[src/rtl/gf180mcu_osu_sc_12t_clk_pkg.sv]
// Shared types and helpers for the registered clock divider.
// Latency: n/a (types, constants and pure functions only).
// Backpressure: n/a.
package gf180mcu_osu_sc_12t_clk_pkg;

   // Phase of the divided clock; IDLE is the rest level between runs.
   typedef enum logic [1:0] {
      IDLE = 2'd0,
      HI   = 2'd1,
      LO   = 2'd2
   } phase_e;

   // Smallest ratio that still yields one high and one low cycle.
   localparam int unsigned MIN_DIV = 2;

   // Ratios 0 and 1 cannot form a period, so they run as MIN_DIV.
   function automatic int unsigned clamp_div(input int unsigned d);
      return (d < MIN_DIV) ? MIN_DIV : d;
   endfunction

   // High phase takes the extra cycle of an odd ratio.
   function automatic int unsigned hi_len(input int unsigned d);
      return (d + 1) / 2;
   endfunction

   function automatic int unsigned lo_len(input int unsigned d);
      return d / 2;
   endfunction

endpackage

[src/rtl/gf180mcu_osu_sc_12t_clkdiv_shadow.sv]
// Shadow register for a requested ratio/polarity plus its pending flag.
// Latency: capture on the LD edge; pend visible one cycle later.
// Backpressure: none; a later LD overwrites an unapplied one.
module gf180mcu_osu_sc_12t_clkdiv_shadow
   import gf180mcu_osu_sc_12t_clk_pkg::*;
#(
   parameter int WIDTH = 8
) (
   input  logic             clk,
   input  logic             rn,
   input  logic             ld,
   input  logic [WIDTH-1:0] div,
   input  logic             inv,
   input  logic             apply,
   output logic [WIDTH-1:0] ld_div,
   output logic [WIDTH-1:0] sh_div,
   output logic             sh_inv,
   output logic             pend
);

   // Clamped request, also used directly by the top for bypass loads.
   assign ld_div = WIDTH'(clamp_div(32'(div)));

   // Capture on LD; pend drops whenever the owner applies the config.
   always_ff @(posedge clk) begin
      if (!rn) begin
         sh_div <= '0;
         sh_inv <= 1'b0;
         pend   <= 1'b0;
      end else begin
         if (ld) begin
            sh_div <= ld_div;
            sh_inv <= inv;
         end
         if (apply)   pend <= 1'b0;
         else if (ld) pend <= 1'b1;
      end
   end

endmodule

[src/rtl/gf180mcu_osu_sc_12t_clkdivinv.sv]
// Registered clock divider: Y = CLK/div with optional inversion, glitch-free reprogramming.
// Latency: EN to first Y edge 1 cycle; LD takes effect at the next period boundary.
// Backpressure: none; loads during a period wait in the shadow (PEND), last write wins.
module gf180mcu_osu_sc_12t_clkdivinv
   import gf180mcu_osu_sc_12t_clk_pkg::*;
#(
   parameter int          WIDTH       = 8,
   parameter int unsigned DEFAULT_DIV = 2,
   parameter bit          DEFAULT_INV = 1'b0
) (
   input  logic             CLK,
   input  logic             RN,
   input  logic             EN,
   input  logic             LD,
   input  logic [WIDTH-1:0] DIV,
   input  logic             INV,
   output logic             Y,
   output logic             TICK,
   output logic             PEND
);

   phase_e           state, state_nx;
   logic [WIDTH-1:0] cnt, cnt_nx;
   logic [WIDTH-1:0] div_act, div_nx;
   logic             inv_act, inv_nx;
   logic             y_q, y_nx;
   logic             tick_q, tick_nx;
   logic             boundary;
   logic [WIDTH-1:0] cfg_div;
   logic             cfg_inv;
   logic [WIDTH-1:0] ld_div, sh_div;
   logic             sh_inv, pend;

   gf180mcu_osu_sc_12t_clkdiv_shadow #(.WIDTH(WIDTH)) u_shadow (
      .clk    (CLK),
      .rn     (RN),
      .ld     (LD),
      .div    (DIV),
      .inv    (INV),
      .apply  (boundary),
      .ld_div (ld_div),
      .sh_div (sh_div),
      .sh_inv (sh_inv),
      .pend   (pend)
   );

   // Next phase, counter and outputs; config only changes on a period boundary.
   always_comb begin
      state_nx = state;
      cnt_nx   = cnt;
      div_nx   = div_act;
      inv_nx   = inv_act;
      y_nx     = y_q;
      tick_nx  = 1'b0;
      // An unknown encoding is treated as a boundary so the block recovers.
      boundary = (state == LO) ? (cnt == '0) : (state != HI);
      // A load on the boundary edge bypasses the shadow.
      cfg_div  = div_act;
      cfg_inv  = inv_act;
      if (LD) begin
         cfg_div = ld_div;
         cfg_inv = INV;
      end else if (pend) begin
         cfg_div = sh_div;
         cfg_inv = sh_inv;
      end
      if (state == HI) begin
         if (cnt == '0) begin
            state_nx = LO;
            cnt_nx   = WIDTH'(lo_len(32'(div_act)) - 1);
            y_nx     = inv_act;
         end else begin
            cnt_nx = cnt - WIDTH'(1);
         end
      end else if (boundary) begin
         div_nx = cfg_div;
         inv_nx = cfg_inv;
         if (EN) begin
            state_nx = HI;
            cnt_nx   = WIDTH'(hi_len(32'(cfg_div)) - 1);
            y_nx     = ~cfg_inv;
            tick_nx  = 1'b1;
         end else begin
            state_nx = IDLE;
            cnt_nx   = '0;
            y_nx     = cfg_inv;
         end
      end else begin
         cnt_nx = cnt - WIDTH'(1);
      end
   end

   // State register; synchronous reset wins over EN and LD.
   always_ff @(posedge CLK) begin
      if (!RN) begin
         state   <= IDLE;
         cnt     <= '0;
         div_act <= WIDTH'(DEFAULT_DIV);
         inv_act <= DEFAULT_INV;
         y_q     <= DEFAULT_INV;
         tick_q  <= 1'b0;
      end else begin
         state   <= state_nx;
         cnt     <= cnt_nx;
         div_act <= div_nx;
         inv_act <= inv_nx;
         y_q     <= y_nx;
         tick_q  <= tick_nx;
      end
   end

   assign Y    = y_q;
   assign TICK = tick_q;
   assign PEND = pend;

endmodule

[config.mk]
export PLATFORM = sky130hd
export DESIGN_NAME = gf180mcu_osu_sc_12t_clkdivinv
export DESIGN_NICKNAME = d
export VERILOG_FILES = /design/src/rtl/gf180mcu_osu_sc_12t_clk_pkg.sv /design/src/rtl/gf180mcu_osu_sc_12t_clkdiv_shadow.sv /design/src/rtl/gf180mcu_osu_sc_12t_clkdivinv.sv
export SDC_FILE = /design/constraint.sdc
export NUM_CORES = 1
export LEC_CHECK = 0
export ABC_AREA = 0
export CORE_UTILIZATION = 60
export CTS_CLUSTER_DIAMETER = 50
export CTS_CLUSTER_SIZE = 40
export DETAILED_ROUTE_END_ITERATION = 16
export GPL_TIMING_DRIVEN = 0
export PLACE_DENSITY = 0.88
export REMOVE_ABC_BUFFERS = 1
export SYNTH_ARGS = -nofsm -noshare
export SYNTH_HDL_FRONTEND = slang
export SYNTH_SLANG_ARGS = --single-unit
[constraint.sdc]
create_clock -name CLK -period 7.85 [get_ports CLK]
set_input_delay 1.1775 -clock CLK [delete_from_list [all_inputs] [get_ports CLK]]
set_output_delay 1.1775 -clock CLK [all_outputs]
set_load 0.005 [all_outputs]
==> flow_summary.toml, run 1 <==
[setup_path]
cp.arrival_ns = 4.57
path_buf_inv = 2
critical_path.top_delay_family = "buffers and inverters"
crit_path_max_incr_delay_ns = 1.06
end_kind = "register"
startpoint_type = "primary input"
cp_cell_sequence = "clkdlybuf4s50_1 -> inv_2 -> a311oi_1 -> nor2_1 -> ha_1 -> o211ai_1 -> nand4b_1 -> mux2i_1 -> mux2_2 -> nand3_1 -> o311ai_1"
slowest_stage = "clkdlybuf4s50_1"
crit_type = "in2reg"
crit_required_ns = 8.07
cp_max_fo = 24

[finish]
ff_latch_area_um2 = 620.6
final_cell_mix = "dfxtp_1, nand2_1, nor2_1"
final_cell_area_um2 = 2230
multi_input_area_um2 = 1310
nFillCells = 253
layout.nets = 287
final_common_cell = "dfxtp_1"
area_growth_syn_to_layout_pct = 10.07
antenna_cells = 0
fin_util_pct = 71.28
drive_gt1_share_pct = 5.576

[grt]
grt_max_degree = 34
grt_usage_pct = 26.83
antenna_found_initial = 0
grt_pass1_vias = 1616
grt-ovfl-total = 0
grt_first_pass_wirelength_mm = 7.196

[timing]
setup_violations = 0
hold_viol = 0
finalCritPeriodShare_pct = 55.35
grt_setup_unrepaired = "false"
max_freq_mhz = 230.2
finalSetupTns_ns = 0
min_period_ns = 4.345
slew_headroom_pct = 30.51
worst_pin_slew_ns = 1.039
final_max_slew_viol_count = 0
skew_ns = 0.004461
holdWs_ns = 0.4577

[clock_tree]
post_cts_resized = 0
postCtsSetupRepairBufs = 0
htreeDepth = 2
clkLatencyLatePin_ns = 0.33
cts_buffers = 5
path_clk_slew_ns = 0.10
cts.sinks = 31
cts_hold_buffers = 0
clock_path_buffers = 2
clock-root-buffer = "clkbuf_4"
cts_tree = "built"

[die]
ios = 16
start_util_pct = 64.76
row_count = 20
dieArea_um2 = 3613
core-area_um2 = 3128
die_h_um = 60.11
die_x_um = 60.11

[power_and_ir_drop]
power.density_nw_per_um2 = 320.9
power.leakage_uw = 0.0008415
ir_worst_vdd_mv = 0.1821

[route]
drtIter0Drc = 156
via_count = 1857
drc = 0
wl_per_cell_um = 13.81
via_per_inst = 5.933
routed_wirelength_mm = 4.322
dr.pass1.iters = 4
antenna_left = 0

[synthesis]
syn_area_um2 = 2026
synth_warnings = 0
synth-seq-area-share_pct = 30.64
synth_edf_count = 0
postSynthCellCount = 259
synthFlopType = "dfxtp_1"
synth.avg_cell_area_um2 = 7.821
synth_cell_type_count = 45
ys_seq_elements = 31
async_reset_ff_share_pct = 0

[status]
outcome = "finished clean"

[place]
placed_area_um2 = 2173
dp_hpwl_mm = 3.156
globalplace.congestion = 0.8541
io_buffers = 15

[hold_path]
hold_path_class = "reg2reg"

[run]
timing.max_cap.violations = 0
==> path summary, 6_finish.rpt <==
check	from	end	slack, ns	depth (start not counted)
min	Y	Y	0.46	2
max	LD	cnt[7]	3.51	11
max reg2reg	u_shadow.pend	cnt[7]	4.87	9
min reg2reg	Y	Y	0.46	2
==> Yosys cell counts (6+ instances only) <==
master | count | area share (%)
a21boi_0 | 9 | 3.3
a21oi_1 | 12 | 3.0
clkbuf_1 | 6 | 1.1
dfxtp_1 | 31 | 31
inv_1 | 9 | 1.7
mux2i_1 | 9 | 4.4
nand2_1 | 30 | 5.6
nand2b_1 | 7 | 2.2
nand3_1 | 9 | 2.2
nor2_1 | 27 | 5.0
nor2b_1 | 8 | 2.5
nor3_1 | 7 | 1.7
o21a_1 | 7 | 2.6
o21ai_0 | 13 | 3.2
xnor2_1 | 11 | 4.8
xor2_1 | 8 | 3.5
==> per-stage QoR <==
stage               std cells  setup slack (ns)  power [uW]
floorplan                 247             4.787       529.1
global route              313             3.170       774.0
detailed placement        306             3.221       621.1
CTS                       313             3.537       714.8
global placement          306             3.290       609.4
finish                    313             3.505       715.5
==> state kept, by name (all words and copies together) (netlist names) <==
register,cells
TICK,1
Y,1
cnt,8
div_act,8
inv_act,1
state,2
u_shadow.pend,1
u_shadow.sh_div,8
u_shadow.sh_inv,1
==> per-layer routing <==
metal,part of all wire [%],vias up,GRT usage (%)
li1,-,930,-
met1,46,873,34.65
met2,47,45,44.58
met3,5.4,9,5.195
met4,1.4,0,8.306
met5,0,-,0
==> cell type report <==
class,instances,area share [%]
clock buffers,6,2.301
clock inverters,1,0.2245
inverters,10,1.684
multi-input cells,206,58.75
flip-flops and latches,31,27.83
well taps,44,2.469
repair buffers,15,6.734
==> cells by family (layout without fill, tap and decap cells) <==
family | after synthesis | in the layout | synth area share [%]
and+or+nand+nor | 108 | 108 | 26.62
AOI/OAI and AO/OA | 62 | 62 | 20.63
DFF | 31 | 31 | 30.64
buffers and inverters | 22 | 32 | 4.694
xor gates and xnor gates | 19 | 19 | 8.215
muxes | 12 | 12 | 6.115
adders and majority gates | 5 | 5 | 3.088
==> worst register-to-register path: cells and delay by family, from the launching register on <==
| kind | cells | cell delay [ns] |
|---|---|---|
| AND/OR/NAND/NOR | 3 | 0.67 |
| multiplexers | 2 | 0.37 |
| flip-flops | 1 | 0.74 |
| AO/OA/AOI/OAI | 3 | 0.83 |
| adder cells (fa/ha/maj) | 1 | 0.28 |
==> power breakdown <==
group / internal, uW / switching (uW) / total [uW]
clock network: 41.5 / 53.7 / 95.1
registers: 197 / 40.6 / 237
logic: 167 / 216 / 383
Power figures use the tool's default switching activity.
==> run 2: changes to the inputs <==
- CORE_UTILIZATION: 60 -> 58
- PLACE_DENSITY: 0.88 -> 0.85
- clock period: 7.85 -> 4.42 ns (I/O delays scaled with it)
==> flow_summary.toml, run 2 (synthesis results as in run 1) <==
[power_and_ir_drop]
power.leakage_uw = 0.0008367
power.density_nw_per_um2 = 576.5
ir_worst_vdd_mv = 0.2837

[setup_path]
startpoint_type = "primary input"
cp_max_fo = 24
endpoint = "cnt[4]"
crit_required_ns = 4.64
end_kind = "register"
rr_worst_depth = 9
regToRegSetupSlack_ns = 1.53
timing.rr.start = "u_shadow.pend"
cp.arrival_ns = 4.05
rr_endpoint = "cnt[7]"
crit_type = "in2reg"
crit_start = "LD"

[route]
antenna_left = 0
drc = 0
drtIter0Drc = 125
routed_wirelength_mm = 4.647
dr.pass1.iters = 4
wl_per_cell_um = 14.71
via_count = 1852
via_per_inst = 5.861

[timing]
slew_headroom_pct = 29.64
skew_ns = 0.01185
hold_viol = 0
setup_violations = 0
final_max_slew_viol_count = 0
finalSetupTns_ns = 0
worst_pin_slew_ns = 1.052
grt_setup_unrepaired = "false"
max_freq_mhz = 261.6
finalCritPeriodShare_pct = 86.49
min_period_ns = 3.823

[clock_tree]
cts_hold_buffers = 0
cts_buffers = 5
htreeDepth = 2
path_clk_slew_ns = 0.10
clock_path_buffers = 2
post_cts_resized = 0
cts_tree = "built"
clkLatencyLatePin_ns = 0.36
cts.sinks = 31
clock-root-buffer = "clkbuf_4"
postCtsSetupRepairBufs = 0

[run]
timing.max_cap.violations = 0

[hold_path]
hold_path_class = "reg2reg"

[finish]
drive_gt1_share_pct = 5.185
layout.nets = 287
reg_top3 = "cnt x8, div_act x8, u_shadow.sh_div x8"
final_common_cell = "dfxtp_1"
final_cell_mix = "dfxtp_1, nand2_1, nor2_1"
area_growth_syn_to_layout_pct = 9.882
final_cell_area_um2 = 2226
antenna_cells = 0

[grt]
grt_usage_pct = 28.84
grt_first_pass_wirelength_mm = 7.741
grt_max_degree = 34
grt_pass1_vias = 1789
grt-ovfl-total = 0
antenna_found_initial = 0

[status]
outcome = "finished clean"

[die]
ios = 16
die_h_um = 61.10
row_count = 21
die_x_um = 61.10
start_util_pct = 60.70
core-area_um2 = 3337
dieArea_um2 = 3733

[place]
placed_area_um2 = 2176
io_buffers = 15
globalplace.congestion = 0.8549
dp_hpwl_mm = 3.317
run 2: cell count changes in the layout (fill, tap and decap cells not counted), sizes merged:
| cell | delta |
|---|---|
| clkbuf | +1 |
run 2: stage by stage:
stage / setup slack [ns] / total power (uW) / hold slack, ns / util (%) / cells
CTS: 0.6204 / 1278 / 0.4687 / 66.70 / 316
global route: 0.2495 / 1396 / 0.5072 / 66.70 / 316
detailed placement: 0.2721 / 1111 / 0.4538 / 65.20 / 308
global placement: 0.3019 / 1087 / 0.4445 / 65.20 / 308
floorplan: 1.871 / 939.8 / 0.4431 / - / 247
finish: 0.5970 / 1283 / 0.4624 / 66.70 / 316
run 2: area by class of cell:
type | instances | area, um^2
Multi-Input combinational cell | 206 | 1310
Fill cell | 295 | 1111
Sequential cell | 31 | 620.6
Timing Repair Buffer | 15 | 150.1
Tap cell | 46 | 57.56
Clock buffer | 7 | 45.04
Inverter | 10 | 37.54
Clock inverter | 1 | 5.005
run 2: worst min path at each step:
stage                                   from                 end  slack [ns]  depth (start not counted)
after CTS                                  Y                   Y        0.47                          2
after detailed placement                   Y                   Y        0.45                          2
after floorplan           u_shadow.sh_div[7]  u_shadow.sh_div[7]        0.44                          2
final                                      Y                   Y        0.46                          2
after global routing                       Y                   Y        0.51                          2
after global placement                     Y                   Y        0.44                          2
run 2: critical path: stages:
cell             delay, ns
clkdlybuf4s50_1       1.02
inv_2                 0.23
a311oi_1              0.46
nor2_1                0.13
ha_1                  0.26
xnor2_1               0.25
ha_1                  0.32
nor4_1                0.09
a311oi_1              0.31
xnor2_1               0.21
a21oi_1               0.11
run 2: metal layers:
metal	global-route usage (%)	vias up	share of wire, %
met2	49.69	40	49
li1	-	937	-
met1	33.25	864	44
met3	8.403	11	5.2
met4	12.34	0	1.9
met5	0	-	0
run 2: power breakdown:
group / internal [uW] / total (uW) / switching, uW
logic: 298 / 690 / 392
clock network: 61.9 / 167 / 106
registers: 349 / 426 / 76.3
total: 709 / 1280 / 574
